### src/rtl/dot_matvec_seq_pkg.sv
// rtl/dot_matvec_seq_pkg.sv - shared FSM encoding, default sizes and result width helper
package dot_matvec_seq_pkg;

  localparam int N_DEF     = 8;
  localparam int N_BIT_DEF = 3;
  localparam int DW_DEF    = 8;
  localparam int M_BIT_DEF = 8;

  typedef enum logic [2:0] {
    IDLE     = 3'd0,
    LOAD_VEC = 3'd1,
    RUN      = 3'd2,
    DRAIN    = 3'd3,
    DONE     = 3'd4
  } state_t;

  function automatic int res_width(input int dw, input int n_bit);
    return 2 * dw + n_bit;
  endfunction

endpackage

### src/rtl/dot_matvec_seq_dot_product.sv
// rtl/dot_matvec_seq_dot_product.sv - combinational N-lane unsigned dot product
module dot_product
  import dot_matvec_seq_pkg::*;
#(
  parameter int N     = N_DEF,
  parameter int N_BIT = N_BIT_DEF,
  parameter int DW    = DW_DEF
) (
  input  logic [DW*N-1:0]                    inp1,
  input  logic [DW*N-1:0]                    inp2,
  output logic [res_width(DW, N_BIT)-1:0]    outp
);

  localparam int RW = res_width(DW, N_BIT);

  logic [2*DW-1:0] prod;

  always_comb begin
    outp = '0;
    prod = '0;
    for (int i = 0; i < N; i++) begin
      prod = {{DW{1'b0}}, inp1[i*DW +: DW]} * {{DW{1'b0}}, inp2[i*DW +: DW]};
      outp = outp + RW'(prod);
    end
  end

endmodule

### src/rtl/dot_matvec_seq.sv
// rtl/dot_matvec_seq.sv - row-at-a-time matrix-vector sequencer around one dot_product
// Optional DOT_MATVEC_ROW_TAG_EN adds res_tag, the zero-based row index of res_data.
module dot_matvec_seq
  import dot_matvec_seq_pkg::*;
#(
  parameter int N     = N_DEF,
  parameter int N_BIT = N_BIT_DEF,
  parameter int DW    = DW_DEF,
  parameter int M_BIT = M_BIT_DEF
) (
  input  logic                              clk,
  input  logic                              rst_n,
  input  logic                              start,
  input  logic [M_BIT-1:0]                  num_rows,
  input  logic                              vec_valid,
  output logic                              vec_ready,
  input  logic [DW*N-1:0]                   vec_data,
  input  logic                              row_valid,
  output logic                              row_ready,
  input  logic [DW*N-1:0]                   row_data,
  output logic                              res_valid,
  input  logic                              res_ready,
  output logic [res_width(DW, N_BIT)-1:0]   res_data,
  output logic                              busy,
`ifdef DOT_MATVEC_ROW_TAG_EN
  output logic [M_BIT-1:0]                  res_tag,
`endif
  output logic                              done
);

  localparam int RW = res_width(DW, N_BIT);

  state_t           state, state_nxt;
  logic [M_BIT-1:0] rows_total;
  logic [M_BIT-1:0] rows_acc;
  logic [DW*N-1:0]  vec_reg;
  logic [RW-1:0]    dot_out;
  logic             row_accept;

  dot_product #(.N(N), .N_BIT(N_BIT), .DW(DW)) u_dot (
    .inp1 (vec_reg),
    .inp2 (row_data),
    .outp (dot_out)
  );

  assign row_accept = row_valid && row_ready;

  always_comb begin
    state_nxt = state;
    vec_ready = 1'b0;
    row_ready = 1'b0;
    done      = 1'b0;
    busy      = (state != IDLE);
    case (state)
      IDLE: begin
        if (start) state_nxt = (num_rows == '0) ? DONE : LOAD_VEC;
      end
      LOAD_VEC: begin
        vec_ready = 1'b1;
        if (vec_valid) state_nxt = RUN;
      end
      RUN: begin
        // a row may enter only when the output register is free or draining this cycle
        row_ready = (!res_valid || res_ready) && (rows_acc < rows_total);
        if (row_accept && ((rows_acc + M_BIT'(1)) == rows_total)) state_nxt = DRAIN;
      end
      DRAIN: begin
        if (res_valid && res_ready) state_nxt = DONE;
      end
      DONE: begin
        done      = 1'b1;
        state_nxt = IDLE;
      end
      default: state_nxt = IDLE;
    endcase
  end

  always_ff @(posedge clk) begin
    if (!rst_n) begin
      state      <= IDLE;
      rows_total <= '0;
      rows_acc   <= '0;
      vec_reg    <= '0;
      res_valid  <= 1'b0;
      res_data   <= '0;
`ifdef DOT_MATVEC_ROW_TAG_EN
      res_tag    <= '0;
`endif
    end else begin
      state <= state_nxt;
      if (state == IDLE && start) begin
        rows_total <= num_rows;
        rows_acc   <= '0;
      end
      if (state == LOAD_VEC && vec_valid) vec_reg <= vec_data;
      if (row_accept) begin
        res_data  <= dot_out;
        res_valid <= 1'b1;
        rows_acc  <= rows_acc + M_BIT'(1);
`ifdef DOT_MATVEC_ROW_TAG_EN
        res_tag   <= rows_acc;
`endif
      end else if (res_valid && res_ready) begin
        res_valid <= 1'b0;
      end
    end
  end

endmodule

### config.mk
export PLATFORM = sky130hd
export DESIGN_NAME = dot_matvec_seq
export DESIGN_NICKNAME = d
export VERILOG_FILES = /design/src/rtl/dot_matvec_seq_pkg.sv /design/src/rtl/dot_matvec_seq_dot_product.sv /design/src/rtl/dot_matvec_seq.sv
export SDC_FILE = /design/constraint.sdc
export NUM_CORES = 1
export LEC_CHECK = 0
export CAP_MARGIN = 10
export CORE_MARGIN = 5
export CORE_UTILIZATION = 62
export CTS_CLUSTER_SIZE = 10
export DETAILED_ROUTE_END_ITERATION = 7
export PLACE_DENSITY = 0.92
export SKIP_LAST_GASP = 1
export SYNTH_ARGS = -nofsm -noshare
export SYNTH_HDL_FRONTEND = slang
export SYNTH_SLANG_ARGS = --single-unit
### constraint.sdc
create_clock -name clk -period 12.4 [get_ports clk]
set_input_delay 1.86 -clock clk [delete_from_list [all_inputs] [get_ports clk]]
set_output_delay 1.86 -clock clk [all_outputs]
set_load 0.1 [all_outputs]
**Word level (Yosys, flattened, before mapping)**

Cells that the tools add are included.

- Multiply operators: 8
- Add/sub/neg operators: 8
- Eq/ne operators: 9
- Multiplexer cells: 13
- Reduce and logical (&&, ||, !) cells: 14
- Magnitude comparators: 1

Operators by type and width:

| operator | number |
|---|---|
| $mul 8x8->16 | 8 |
| $add 19x16->19 | 6 |
| $add 16x16->17 | 1 |
| $mux 8 | 2 |
| $mux 3 | 5 |
| $pmux 3 s4 | 1 |
| $add 8x1->8 const B | 1 |
| $eq 8x8->1 | 1 |
| $logic_not 8->1 | 1 |
| $lt 8x8->1 | 1 |
| $ne 2x2->1 const B | 4 |
| $eq 3x2->1 const B | 2 |
| $logic_and 1x1->1 | 6 |
| $mux 1 | 5 |
| $reduce_and 4->1 | 1 |
| $reduce_bool 2->1 | 2 |
| $eq 3x1->1 const B | 1 |
| $eq 3x3->1 const B | 1 |
| $logic_not 3->1 | 1 |
| $reduce_bool 3->1 | 1 |
| $logic_not 1->1 | 1 |
| $logic_or 1x1->1 | 1 |

- Register bits: 103
- Input port bits: 142
- Logic and storage cells: 59

**Depth between registers and ports, before layout**

Gate-level depths: netlist (run 1).

- Depth after elaboration: 8
- Depth in mapped cells: 41
- Depth with buffers taken out: 39

**Hierarchy**

From an unflattened synthesis (run 1), not the netlist that was laid out.

- Cell total of the unflattened synthesis: 2,505
- Area, all modules: 22,633.0 um^2

By module, submodules not included:

| module | area an instance (um^2) | cells each | sequential area each (um^2) | times used |
|---|---|---|---|---|
| dot_product | 18,390.1 | 1,963 | 0.0 | 1 |
| dot_matvec_seq | 4,242.8 | 542 | 2,062.0 | 1 |

**Worst setup path after synthesis (run 1)**

Ideal clock, no wire load.

- Kind: input to register
- Start point: input port row_data[4]
- End point: register res_data[15]
- Buffers on the path: 0
- Arrival time: 11.510 ns
- Slack: 0.811 ns
- Setup time: 0.080 ns
- Stages on the path: 36
- Cell sequence: and2_1 fa_1 inv_1 fa_1 inv_1 fa_1 fa_1 fa_1 inv_1 fa_1 inv_1 ha_1 o21ai_0 a21oi_1 nand2_1 xnor2_1 fa_1 inv_1 fa_1 inv_1 fa_1 fa_1 fa_1 inv_1 fa_1 inv_1 fa_1 inv_1 fa_1 inv_1 ha_1 a2111o_1 o2111a_1 o221ai_1 nand4_1 o221ai_2

- Cells in the longest elaborated chain, start to end: 8

Ends and longest elaborated chain:

| item | RTL line | source |
|---|---|---|
| start: declaration | dot_matvec_seq.sv:20 | `input logic [DW*N-1:0] row_data,` |
| $mul 8x8->16 | dot_matvec_seq_dot_product.sv:22 | `prod = {{DW{1'b0}}, inp1[i*DW +: DW]} * {{DW{1'b0}}, inp2[i*DW +: DW]};` |
| $add 16x16->17 | dot_matvec_seq_dot_product.sv:23 | `outp = outp + RW'(prod);` |
| $add 19x16->19 (6 in series) | dot_matvec_seq_dot_product.sv:23 |  |
| end signal: assignment | dot_matvec_seq.sv:97 | `res_data <= dot_out;` |
| end: declaration | dot_matvec_seq.sv:23 | `output logic [res_width(DW, N_BIT)-1:0] res_data,` |

Every way passes these cells.
A chain may end at the register's enable or synchronous reset.

**Final worst setup path (run 1)**

- Start point: input port row_data[6]
- End point: register res_data[13]

The elaborated chain is that of the path after synthesis.

==> key figures, run 1 <==
Cells and area
  – Layout cells sized above 1: 3.27%
  – Commonest non-fill, non-tap cell in the layout: inv_1
  – Synth-to-layout area growth: 12.1%
  – Fill cells: 2685
  – Fin cells: 3092
  – Most frequent cells in the layout: inv_1 (588), fa_1 (463), nand2_1 (374)
  – NumNets Final: 3481
  – Core Util, Final: 70.5%
  – Largest register FFs: 64

Clocking
  – CTS tree: done
  – Root buf cell: clkbuf_16
  – Setup repair bufs after CTS: 0
  – Clk buf depth: 2
  – # H-tree levels: 3
  – Worst-path clk slew: 0.10 ns
  – TritonCTS buffer count: 9
  – Clk_lat worst skew: 0.40 ns
  – Clk sink count: 103

Setup path
  – Register-to-Register Path Depth: 33
  – Worst path bufs/invs: 9
  – CP Launch Type: primary input
  – Crit. End Element: flop
  – Worst stage delay on the critical path: 0.58 ns
  – FF-to-FF Start: vec_reg[5]
  – R2R Path End: res_data[13]
  – Cell seen most often among critical-path stages: fa_1
  – FF-to-FF setup slack: 1.72 ns
  – Crit Path Class: primary input to flop
  – Worst EP arrival: 12.37 ns
  – WP data required: 12.68 ns
  – Critical Path Fanout Max: 6
  – Crit. Startpoint: row_data[6]
  – Top Family by Delay on Critical Path: adder cells
  – Slowest CP cell: fa_1

Pwr
  – VDD IR max: 0.000201 V
  – Pwr dens: 107 mW/mm^2
  – Leakage: 12.0 nW

Global route
  – GRT Util Overall: 30.3%
  – Number of global-route vias before repair: 18607
  – First-pass GRT wire length: 94900 microns
  – Grt total ovfl: 0
  – Largest net degree at the start of global routing: 67
  – Initial antenna violation count: 3

STA
  – Final Critical Period: 12.09 ns
  – Worst-Margin Slew: 1.03 ns
  – Hold Vio Cnt, Final: 0
  – Max-slew headroom: 31.3%
  – Period utilisation layout: 97.5%
  – Final setup violation count: 0
  – RSZ-0062 raised after global routing: true
  – F_max: 0.0827 GHz
  – Final Skew: 0.0177 ns
  – Max-slew violation count: 0

Hold path
  – Hold path start: rows_total[6]
  – Hold Path Depth: 2
  – Hold/Removal Path Class: flop to flop
  – Worst Hold Path EP: rows_total[6]

Run status
  – Status: complete, no violations

Floorplan
  – IO Count: 166
  – Chip height: 200 microns
  – FP Rows: 69
  – Starting Density: 62.9%
  – Total core area: 0.0356 sq mm
  – Die area: 0.0400 sq mm
  – Die width: 200 microns

Logic synthesis
  – Synth warn: 0
  – Post-synth EDFFs: 0
  – Synth Register Bits: 103
  – Post-Syn Area: 0.0224 sq mm
  – Primary FF master, synth: dfxtp_1
  – Mapped Nets: 3322
  – Seq/Total Area, Yosys: 9.22%
  – Async S/R FF share, synth: 0%
  – Synth cell types: 61
  – Mapped Cells: 2464
  – Post-Syn Area per Cell: 9.08 sq um

Place
  – Port buffer count: 165
  – DP HPWL: 49200 microns
  – Post-Place Cells: 3073
  – GP Congestion: 0.930

Route
  – Vias: 16936
  – Average wire per standard cell: 18.6 microns
  – Vias per cell: 5.48
  – Detailed-route DRC error count: 0
  – Post-Route WL: 57400 microns
  – Number of DRC markers in iteration 0: 1035
  – Pre-antenna DRT Iters: 6
  – Post-route ant nets: 0

Run
  – Max-cap viol count: 0
## metal layers
| layer | part of all wire (%) | global-route usage [%] | vias up |
|---|---|---|---|
| met2 | 49 | 50.5 | 610 |
| met3 | 6.6 | 5.30 | 122 |
| met4 | 3.7 | 10.6 | 0 |
| met1 | 41 | 40.3 | 8542 |
| li1 | - | - | 7662 |
| met5 | 0 | 0 | - |
## worst register-to-register path: cells and delay by family, from the launching register on
family                   cells  cell delay (ns)
buffers and inverters        7             0.36
XOR/XNOR                     2             0.29
adder cells (fa/ha/maj)     16             7.48
AND/OR/NAND/NOR              4             0.74
flip-flops                   1             0.61
AO/OA/AOI/OAI                4             1.10
## final cells by class
cell class                 count  area [sq um]  area share (%)
clock inverter                 7          98.8           0.394
inverter                     589          2210            8.82
antenna                        3          7.51          0.0299
timing repair buffer         205          1960            7.82
sequential                   103          2060            8.22
clock buffer                   9           225           0.898
tap                          461           577            2.30
multi-input combinational   1715         17900            71.5
## cells in the mapped netlist, types with 2 or more instances
| cell type | count | area, sq um |
|---|---|---|
| o22ai_1 | 4 | 25.0 |
| inv_1 | 588 | 2210 |
| dfxtp_1 | 103 | 2060 |
| a211oi_1 | 9 | 67.6 |
| o21ai_0 | 17 | 85.1 |
| o2111a_1 | 2 | 22.5 |
| a41oi_1 | 3 | 26.3 |
| nor3_1 | 6 | 30.0 |
| xor2_1 | 9 | 78.8 |
| o221ai_2 | 2 | 30.0 |
| mux2_2 | 2 | 22.5 |
| o21a_1 | 2 | 15.0 |
| fa_1 | 465 | 9310 |
| or3_1 | 3 | 18.8 |
| mux2i_1 | 13 | 130 |
| buf_2 | 2 | 10.0 |
| a211oi_2 | 2 | 25.0 |
| xnor2_1 | 22 | 193 |
| a21o_1 | 6 | 45.0 |
| and2_1 | 311 | 1950 |
| and3_1 | 3 | 18.8 |
| o2111ai_1 | 2 | 17.5 |
| o211ai_1 | 2 | 15.0 |
| clkbuf_1 | 46 | 173 |
| nand2b_1 | 6 | 37.5 |
| nand3b_1 | 7 | 52.6 |
| nand4_1 | 6 | 37.5 |
| buf_8 | 3 | 45.0 |
| nand3_1 | 6 | 30.0 |
| nand2_1 | 375 | 1410 |
| o211a_1 | 2 | 20.0 |
| o221ai_1 | 4 | 35.0 |
| o31a_1 | 3 | 26.3 |
| nor2_1 | 31 | 116 |
| buf_1 | 4 | 15.0 |
| o31ai_1 | 2 | 15.0 |
| ha_1 | 251 | 3140 |
| a31oi_1 | 3 | 18.8 |
| or4_1 | 3 | 22.5 |
| nor2b_1 | 9 | 56.3 |
| a21oi_1 | 105 | 526 |
## power breakdown
group	leakage (nW)	total, mW	internal, mW	switching [mW]
registers	0.835	0.388	0.349	0.0392
clock network	0.157	0.325	0.150	0.175
logic	11.0	1.98	0.861	1.12
## how the worst max path moves through the flow
stage | endpoint | slack (ns) | depth (start not counted)
after floorplan | res_data[15] | 0.81 | 36
after global placement | res_data[17] | 0.008 | 37
after detailed placement | res_data[18] | -0.25 | 37
after CTS | res_data[18] | 0.17 | 37
after global routing | res_data[13] | -0.02 | 35
final | res_data[13] | 0.31 | 35
## repair_timing
item | CTS | global route
hold buffers | 0 | 0
endpoints found under the setup margin | 0 | 8
gates resized for setup | 0 | 23
## cell families after synthesis
| kind of cell | Yosys count | synth area share [%] |
|---|---|---|
| xor+xnor | 31 | 1.21 |
| fa+ha+maj | 716 | 55.7 |
| buf+inv | 646 | 11.1 |
| simple gates | 773 | 17.1 |
| mux | 15 | 0.682 |
| compound gates | 180 | 5.07 |
| flops | 103 | 9.22 |
## per-stage QoR
| step | TNS (ns) | instance area [sq um] | power [mW] | hold slack, ns | setup slack, ns |
|---|---|---|---|---|---|
| after floorplan | 0 | 22400 | 1.61 | 0.436 | 0.811 |
| after global placement | 0 | 24600 | 2.22 | 0.447 | 0.00803 |
| after detailed placement | -1.03 | 24600 | 2.28 | 0.447 | -0.253 |
| after CTS | 0 | 25000 | 2.62 | 0.459 | 0.173 |
| after global routing | -0.0281 | 25100 | 2.94 | 0.479 | -0.0210 |
| final | 0 | 25100 | 2.69 | 0.459 | 0.311 |
No activity file was read; power rests on OpenSTA's default activity.
==> inputs of run 2 (changes only) <==
Clock period 12.4 ns to 14 ns, I/O delays scaled along.
==> run 2 against run 1 <==
Count of clock-buffer cells in the layout did not move; utilization down 1.1 points; worst setup slack better by 0.99 ns; worst hold slack better by 0.019 ns; die area did not move; largest cell class unchanged.
==> key figures, run 2 (synthesis results as in run 1) <==
Run status
  – Status: complete, no violations

Global route
  – First-pass GRT wire length: 92300 microns
  – Grt total ovfl: 0
  – GRT Util Overall: 29.5%
  – Initial antenna violation count: 1
  – Largest net degree at the start of global routing: 67
  – Number of global-route vias before repair: 18247

Cells and area
  – Synth-to-layout area growth: 10.4%
  – Commonest non-fill, non-tap cell in the layout: inv_1
  – Most frequent cells in the layout: inv_1 (588), fa_1 (465), nand2_1 (374)
  – Final Instance Area: 0.0247 sq mm
  – NumNets Final: 3445
  – Largest register FFs: 64
  – Core Util, Final: 69.4%
  – Layout cells sized above 1: 1.31%
  – Fill cells: 2655

Clocking
  – # H-tree levels: 3
  – TritonCTS buffer count: 9
  – Worst-path clk slew: 0.08 ns
  – Cts hold-fix bufs: 0
  – Clk_lat worst skew: 0.40 ns
  – Clk sink count: 103
  – Setup repair bufs after CTS: 0
  – Post-CTS sizing: 0
  – CTS tree: done
  – Clk buf depth: 2
  – Root buf cell: clkbuf_16

Route
  – Post-Route WL: 56000 microns
  – Post-route ant nets: 0
  – Pre-antenna DRT Iters: 5
  – Number of DRC markers in iteration 0: 1143
  – Detailed-route DRC error count: 0
  – Vias per cell: 5.47
  – Average wire per standard cell: 18.3 microns
  – Vias: 16713

Pwr
  – Pwr dens: 87.2 mW/mm^2
  – VDD IR max: 0.000196 V
  – Pwr Total: 2.15 mW
  – Leakage: 11.8 nW

Setup path
  – Worst stage delay on the critical path: 0.68 ns
  – Top Family by Delay on Critical Path: adder cells
  – WP data required: 14.32 ns
  – Crit. End Element: flop
  – Slowest CP cell: o31ai_1
  – Cell seen most often among critical-path stages: fa_1
  – Worst EP arrival: 13.01 ns
  – Worst path bufs/invs: 9
  – CP Launch Type: primary input
  – Critical Path Fanout Max: 8
  – Crit Path Class: primary input to flop

Place
  – DP HPWL: 47900 microns
  – GP Congestion: 0.951
  – Port buffer count: 165
  – Pre-CTS setup slack: 1.03 ns
  – Placed Area: 0.0244 sq mm

Floorplan
  – FP Rows: 69
  – Starting Density: 62.9%
  – Die width: 200 microns
  – Chip height: 200 microns
  – Total core area: 0.0356 sq mm
  – IO Count: 166
  – Die area: 0.0400 sq mm

STA
  – Final Critical Period: 12.69 ns
  – Setup ws final: 1.31 ns
  – Final Skew: 0.0138 ns
  – RSZ-0062 raised after global routing: false
  – Max-slew violation count: 0
  – F_max: 0.0788 GHz
  – Final setup violation count: 0
  – Sum of negative setup slack: 0 ns
  – Hold Vio Cnt, Final: 0
  – Period utilisation layout: 90.7%
  – Worst-Margin Slew: 1.03 ns
  – Max-slew headroom: 30.8%

Hold path
  – Hold/Removal Path Class: flop to flop

Run
  – Max-cap viol count: 0
## run 2: cell types whose count changed in the layout (fill, tap and decap cells not counted), sizes merged
cell | previous run | this run
dlymetal6s2s | 4 | 0
inv | 593 | 591
clkinv | 3 | 5
clkdlybuf4s50 | 161 | 165
diode | 3 | 1
buf | 40 | 4
## run 2: final timing paths
kind | start | endpoint | slack, ns | cells after the start
worst max-delay path | row_data[1] | res_data[18] | 1.31 | 35
worst min-delay path | res_data[10] | res_data[10] | 0.48 | 2
worst max register to register | vec_reg[2] | res_data[18] | 3.06 | 34
worst min register to register | res_data[10] | res_data[10] | 0.48 | 2
## run 2: per-layer routing
layer	track usage (%)	share of wire, %	routed length [microns]	vias up
met5	0	0	0	-
met4	11.0	3.9	2200	0
met3	5.52	7.9	4430	119
met2	49.0	49	27600	643
met1	38.8	39	21800	8367
li1	-	-	-	7584
## run 2: layout make-up
cell class | instances | area, sq um | area share, %
antenna | 1 | 2.50 | 0.0101
sequential | 103 | 2060 | 8.35
multi-input combinational | 1715 | 17800 | 72.3
tap | 461 | 577 | 2.34
inverter | 589 | 2210 | 8.96
clock inverter | 7 | 83.8 | 0.340
timing repair buffer | 169 | 1680 | 6.81
clock buffer | 9 | 225 | 0.912
## run 2: tightest hold or removal path, stage by stage (launching register included)
cell	delay, ns
dfxtp_1	0.32
nand2b_1	0.06
a21oi_1	0.05
## run 2: where the power goes
group          internal (mW)  switching, mW
Combinational          0.625          0.910
Sequential             0.309         0.0348
Clock                  0.128          0.147
## run 2: metrics by stage
step / hold slack, ns / cells
2_1_floorplan: 0.436 / 2464
4_1_cts: 0.483 / 3053
3_3_place_gp: 0.446 / 3037
3_5_place_dp: 0.455 / 3037
5_1_grt: 0.498 / 3054
6_report: 0.478 / 3054
